$ cat config.mk
export PLATFORM = sky130hd
export DESIGN_NAME = mem_arbiter
export DESIGN_NICKNAME = d
export VERILOG_FILES = /design/src/rtl/mem_arbiter.sv
export SDC_FILE = /design/constraint.sdc
export NUM_CORES = 1
export LEC_CHECK = 0
export BUFFER_PORTS_ARGS = -buffer_cell sky130_fd_sc_hd__buf_2
export CAP_MARGIN = 20
export CORE_ASPECT_RATIO = 0.8
export CORE_MARGIN = 2
export CORE_UTILIZATION = 42
export CTS_BUF_LIST = sky130_fd_sc_hd__clkbuf_8
export DETAILED_ROUTE_END_ITERATION = 12
export HOLD_SLACK_MARGIN = 0.1
export PLACE_DENSITY_LB_ADDON = 0.1
export SETUP_SLACK_MARGIN = 0.3
export SYNTH_ARGS = -nofsm -noshare
export SYNTH_HDL_FRONTEND = slang
export SYNTH_SLANG_ARGS = --single-unit
$ cat constraint.sdc
create_clock -name clk -period 1.43 [get_ports clk]
set_clock_uncertainty 0.05 [all_clocks]
set_input_delay 0.0715 -clock clk [delete_from_list [all_inputs] [get_ports clk]]
set_output_delay 0.0715 -clock clk [all_outputs]
set_load 0.02 [all_outputs]
$ cat src/rtl/mem_arbiter.sv
// Two-port (CPU/accelerator) arbiter onto one shared word memory.
// Define MEM_ARB_ROUND_ROBIN_EN for round-robin ties; default is CPU priority.
module mem_arbiter #(
  parameter int AW    = 3,
  parameter int DW    = 16,
  parameter int DEPTH = 4
) (
  input  logic          clk,
  input  logic          rst,
  input  logic          c_req,
  input  logic          c_wr,
  input  logic [AW-1:0] c_addr,
  input  logic [DW-1:0] c_wdata,
  output logic          c_gnt,
  output logic          c_rvalid,
  output logic [DW-1:0] c_rdata,
  input  logic          a_req,
  input  logic          a_wr,
  input  logic [AW-1:0] a_addr,
  input  logic [DW-1:0] a_wdata,
  output logic          a_gnt,
  output logic          a_rvalid,
  output logic [DW-1:0] a_rdata,
  output logic [AW-1:0] m_addr,
  output logic [DW-1:0] m_idata,
  output logic          m_wr,
  input  logic [DW-1:0] m_odata,
  output logic          busy
);

  typedef enum logic {
    IDLE,
    ACCESS
  } state_t;

  localparam logic [AW:0] DEPTH_W = (AW+1)'(DEPTH);

  state_t state_q, state_d;

  logic          cmd_wr_q;
  logic [AW-1:0] cmd_addr_q;
  logic [DW-1:0] cmd_wdata_q;
  logic          cmd_acc_q;

  logic          latch;
  logic          access;
  logic          live;
  logic          in_range;
  logic          win_acc;
  logic          win_wr;
  logic [AW-1:0] win_addr;
  logic [DW-1:0] win_wdata;

`ifdef MEM_ARB_ROUND_ROBIN_EN
  logic last_acc_q;

  // On a tie the port not served last wins.
  always_comb begin
    win_acc = a_req && (!c_req || !last_acc_q);
  end

  always_ff @(posedge clk) begin
    if (rst) begin
      last_acc_q <= 1'b1;
    end else if (live) begin
      last_acc_q <= cmd_acc_q;
    end
  end
`else
  always_comb begin
    win_acc = a_req && !c_req;
  end
`endif

  always_comb begin
    win_wr    = c_wr;
    win_addr  = c_addr;
    win_wdata = c_wdata;
    if (win_acc) begin
      win_wr    = a_wr;
      win_addr  = a_addr;
      win_wdata = a_wdata;
    end
  end

  always_comb begin
    state_d = state_q;
    latch   = 1'b0;
    access  = 1'b0;
    unique case (state_q)
      IDLE: begin
        if (c_req || a_req) begin
          latch   = 1'b1;
          state_d = ACCESS;
        end
      end
      ACCESS: begin
        access  = 1'b1;
        state_d = IDLE;
      end
      default: state_d = IDLE;
    endcase
  end

  // Reset landing on the access cycle cancels the write and the grant.
  always_comb begin
    live     = access && !rst;
    in_range = {1'b0, cmd_addr_q} < DEPTH_W;
    busy     = live;
    c_gnt    = live && !cmd_acc_q;
    a_gnt    = live && cmd_acc_q;
    m_wr     = live && cmd_wr_q && in_range;
    m_addr   = cmd_addr_q;
    m_idata  = cmd_wdata_q;
  end

  always_ff @(posedge clk) begin
    if (rst) begin
      state_q     <= IDLE;
      cmd_wr_q    <= 1'b0;
      cmd_addr_q  <= '0;
      cmd_wdata_q <= '0;
      cmd_acc_q   <= 1'b0;
    end else begin
      state_q <= state_d;
      if (latch) begin
        cmd_wr_q    <= win_wr;
        cmd_addr_q  <= win_addr;
        cmd_wdata_q <= win_wdata;
        cmd_acc_q   <= win_acc;
      end
    end
  end

  // Out-of-range reads complete normally but return zero.
  always_ff @(posedge clk) begin
    if (rst) begin
      c_rvalid <= 1'b0;
      a_rvalid <= 1'b0;
      c_rdata  <= '0;
      a_rdata  <= '0;
    end else begin
      c_rvalid <= access && !cmd_wr_q && !cmd_acc_q;
      a_rvalid <= access && !cmd_wr_q && cmd_acc_q;
      if (access && !cmd_wr_q && !cmd_acc_q) begin
        c_rdata <= in_range ? m_odata : '0;
      end
      if (access && !cmd_wr_q && cmd_acc_q) begin
        a_rdata <= in_range ? m_odata : '0;
      end
    end
  end

endmodule

; After elaboration in Yosys (flattened, before gate mapping)
; Index checks and enable logic that the tools add are counted.
[totals]
register_bits = 56
output_inout_bits = 57
[op_classes]
n_lt_le_gt_ge = 1
reduce_logical = 14
n_bitwise = 1
mux = 8
[op_table]
columns = operator, n
row1 = $mux W16, 2
row2 = $logic_and A1 B1 Y1, 9
row3 = $logic_not A1 Y1, 4
row4 = $mux W1, 4
row5 = $lt A3 B3 Y1 const B, 1
row6 = $mux W3, 1
row7 = $pmux W1 S2, 1
row8 = $logic_or A1 B1 Y1, 1
row9 = $not A1 Y1, 1

; Logic depth before layout (Yosys ltp)
[logic_depth]
ltp_word = 4
ltp_mapped = 6
ltp_nobuf = 4

; Least setup slack after synthesis
; OpenSTA, ideal clock, no wires.
[synth_timing]
path_kind = flip-flop to flip-flop
start = register cmd_acc_q
end = register c_rdata[11]
period_less_slack_ps = 1332
setup_slack_ps = 98
stages_incl_launch_ff = 7
arrival_ps = 1150
n_path_buf = 3
path_cell_list = dfxtp_1 > buf_6 > or3b_1 > buf_6 > buf_6 > nand2_1 > a21oi_1
[synth_between]
elab_chain_cells = 2
[synth_rtl]
columns = item, line
row1 = "start, declared", 43  ; logic cmd_acc_q;
row2 = "start signal, assigned", 130  ; cmd_acc_q <= win_acc;
row3 = $logic_not A1 Y1, 145  ; if (access && !cmd_wr_q && !cmd_acc_q) begin
row4 = $logic_and A1 B1 Y1, 145
row5 = "end signal, assigned", 146  ; c_rdata <= in_range ? m_odata : '0;
row6 = "end, declared", 16  ; output logic [DW-1:0] c_rdata,
; Every way passes these cells.
; A chain may end at the register's enable or synchronous reset.

; Worst setup path after layout
[layout_timing]
start = register state_q
end = output port a_gnt
[layout_between]
elab_chain_cells = 3
[layout_rtl]
columns = item, line
row1 = "start, declared", 38  ; state_t state_q, state_d;
row2 = "start signal, assigned", 125  ; state_q <= state_d;
row3 = $mux W1, 90  ; unique case (state_q)
row4 = $logic_and A1 B1 Y1, 107  ; live = access && !rst;
row5 = $logic_and A1 B1 Y1, 111  ; a_gnt = live && cmd_acc_q;
row6 = "end, declared", 21  ; output logic a_gnt,
; Every way passes these cells.

==> impl_metrics.yaml <==
sta:
  rsz0062_at_grt: "yes"
  hold_ws_ps: 63.07
  slew_violations: 0
  max_freq_mhz: 772.9
  hold_viol: 0
  period_share_pct: 90.47
  worst_pin_slew_ps: 367.3
  finalCriticalPeriod_ps: 1294
  relSlewSlack_pct: 75.51
  final.setup.tns_ps: 0
  setup_violations: 0
power:
  irDropWorstVdd_mv: 0.4800
  power_density_mw_per_mm2: 893.4
  leakage_nw: 1.814
detailed_routing:
  firstDrtPassIters: 4
  drc: 0
  via_per_inst: 4.912
  wl_mm: 7.592
  wl_per_cell_microns: 14.24
  vias: 2618
  ant_nets: 0
  drt_iter0_drc: 106
place:
  dpl.hpwl_mm: 4.279
  gp_congestion: 0.7671
  io_buffers: 116
die:
  dieArea_sq_mm: 0.006043
  core_sq_mm: 0.005122
  io-pin-count: 117
  rows: 23
  die_h_microns: 69.93
  die_x_microns: 86.42
  initial_core_util_pct: 44.55
yosys:
  synth.distinct_cells: 23
  yosysMostFrequentCell: "nand2_1"
  async_reset_ff_share_pct: 0
  synth_nets: 349
  ys_dominant_reg_cell: "dfxtp_1"
  yosysTopAreaCell: "dfxtp_1"
  synth_top_area_share_pct: 49.12
  synth_top_cells_by_area: "dfxtp_1, nand2_1, a21oi_1, a211oi_1, nor2b_1"
  ys_warn_count: 0
  synth_area_sq_mm: 0.002282
  postSynthCellCount: 289
  synth-seq-cells: 56
  ys_seq_area_share_pct: 49.12
  synthTopCellsByCount: "nand2_1, dfxtp_1, a21oi_1"
  synth_edf_count: 0
  syn_area_per_cell_sq_um: 7.897
clock_network:
  cts_tree: "done"
  clk_pin_slew_worst_paths_ps: 100
  htree_levels: 2
  clock_path_buffers: 2
  clock_latency_ps: 310
  cts_sinks: 56
  numCtsBuffers: 5
  cts-root-buf: "clkbuf_8"
worst_hold_path:
  hp-class: "in2reg"
final_layout:
  synthToLayoutAreaGrowth_pct: 75.05
  drive_gt1_share_pct: 40.55
  antennaDiodeCount: 0
  finish.net_count: 530
worst_setup_path:
  end_kind: "output port"
  path_class: "reg2out"
  cp-start-kind: "flop"
  worstPathRequired_ps: 1310
  crit_fanout: 4
  critical_path_arrival_ps: 1170
grt:
  grt-ovfl-total: 0
  grt_pass1_vias: 2411
  grt_pass1_wl_mm: 11.31
  grt_max_degree: 34
  antenna_found_initial: 0
  grt.total_usage_pct: 23.38
run_status:
  status: "finished, final reports clean"
flow_run:
  maxCapViolations: 0
[power by group]
part | internal, W | switching (W) | total [W]
Sequential | 0.00165 | 0.0000531 | 0.00171
Combinational | 0.000468 | 0.000503 | 0.000971
Clock | 0.000383 | 0.000510 | 0.000892
Total | 0.00250 | 0.00107 | 0.00357
[final timing paths]
check,end,depth (start not counted),start,slack (ps)
worst min-delay path,c_rvalid$_SDFF_PP0_,3,rst,60
worst max register to register,a_rdata[15]$_SDFFE_PP0P_,6,state_q$_SDFF_PP0_,140
worst min register to register,a_rdata[1]$_SDFFE_PP0P_,2,a_rdata[1]$_SDFFE_PP0P_,400
worst max-delay path,a_gnt,5,state_q$_SDFF_PP0_,140
[per-stage QoR]
| stage | worst slack [ps] | utilization (%) | instances | power (W) | area (sq um) |
|---|---|---|---|---|---|
| global route | 58.02 | 77.99 | 533 | 0.003741 | 3995 |
| global placement | 73.77 | 58.11 | 459 | 0.002405 | 2977 |
| CTS | 133.2 | 73.42 | 528 | 0.003452 | 3761 |
| detailed placement | 84.98 | 58.11 | 459 | 0.002412 | 2977 |
| floorplan | 125.7 | - | 289 | 0.002149 | 2296 |
| finish | 136.2 | 77.99 | 533 | 0.003569 | 3995 |
[sequential cells by signal, summed over array words and instances, names as in the netlist]
register	cells
m_addr	3
c_rvalid	1
c_rdata	16
a_rvalid	1
cmd_wr_q	1
m_idata	16
a_rdata	16
cmd_acc_q	1
state_q	1
[timing repair]
| action | CTS | global route |
|---|---|---|
| hold buffers | 56 | 1 |
| pin swaps | 1 | 20 |
| endpoints found under the setup margin | 58 | 57 |
| cloned | 1 | 2 |
| endpoints found under the hold margin | 53 | 2 |
| resized for setup | 24 | 37 |
| buffers inserted | 4 | 2 |
[cell type report]
class,instances,area (sq um)
inverters,2,7.507
clock buffers,6,82.58
repair buffers,196,1463
multi-input cells,209,1230
flip-flops and latches,56,1127
clock inverters,2,7.507
fillers,359,1127
well taps,62,77.57
[layer usage]
metal  wire (microns)  vias up  global-route usage, %
met2             3650      103                  37.95
li1                 -     1313                      -
met4              126        0                  7.639
met5                0        -                      0
met3              557       13                  5.674
met1             3257     1189                  30.45
[cell families after synthesis]
group	count (synthesis)	share of synthesized area, %
compound gates	75	19.13
simple gates	134	25.82
buf+inv	24	5.921
flops	56	49.12
[critical path, cell delays in order, from the launching register on]
cell	delay, ps
dfxtp_2	340
buf_6	110
nand2b_4	80
inv_2	50
and2_4	150
buf_6	120
[cells in the final DEF (no fill, tap or decap), drive strengths merged, types with 2 or more instances in the layout]
cell type / n
buf: 136
nand2: 85
dlygate4sd3: 57
dfxtp: 56
a21oi: 52
nor2: 22
a211oi: 20
nor2b: 18
clkbuf: 9
inv: 4
nand2b: 2
nor3b: 2
No activity file was read; power rests on OpenSTA's default activity.
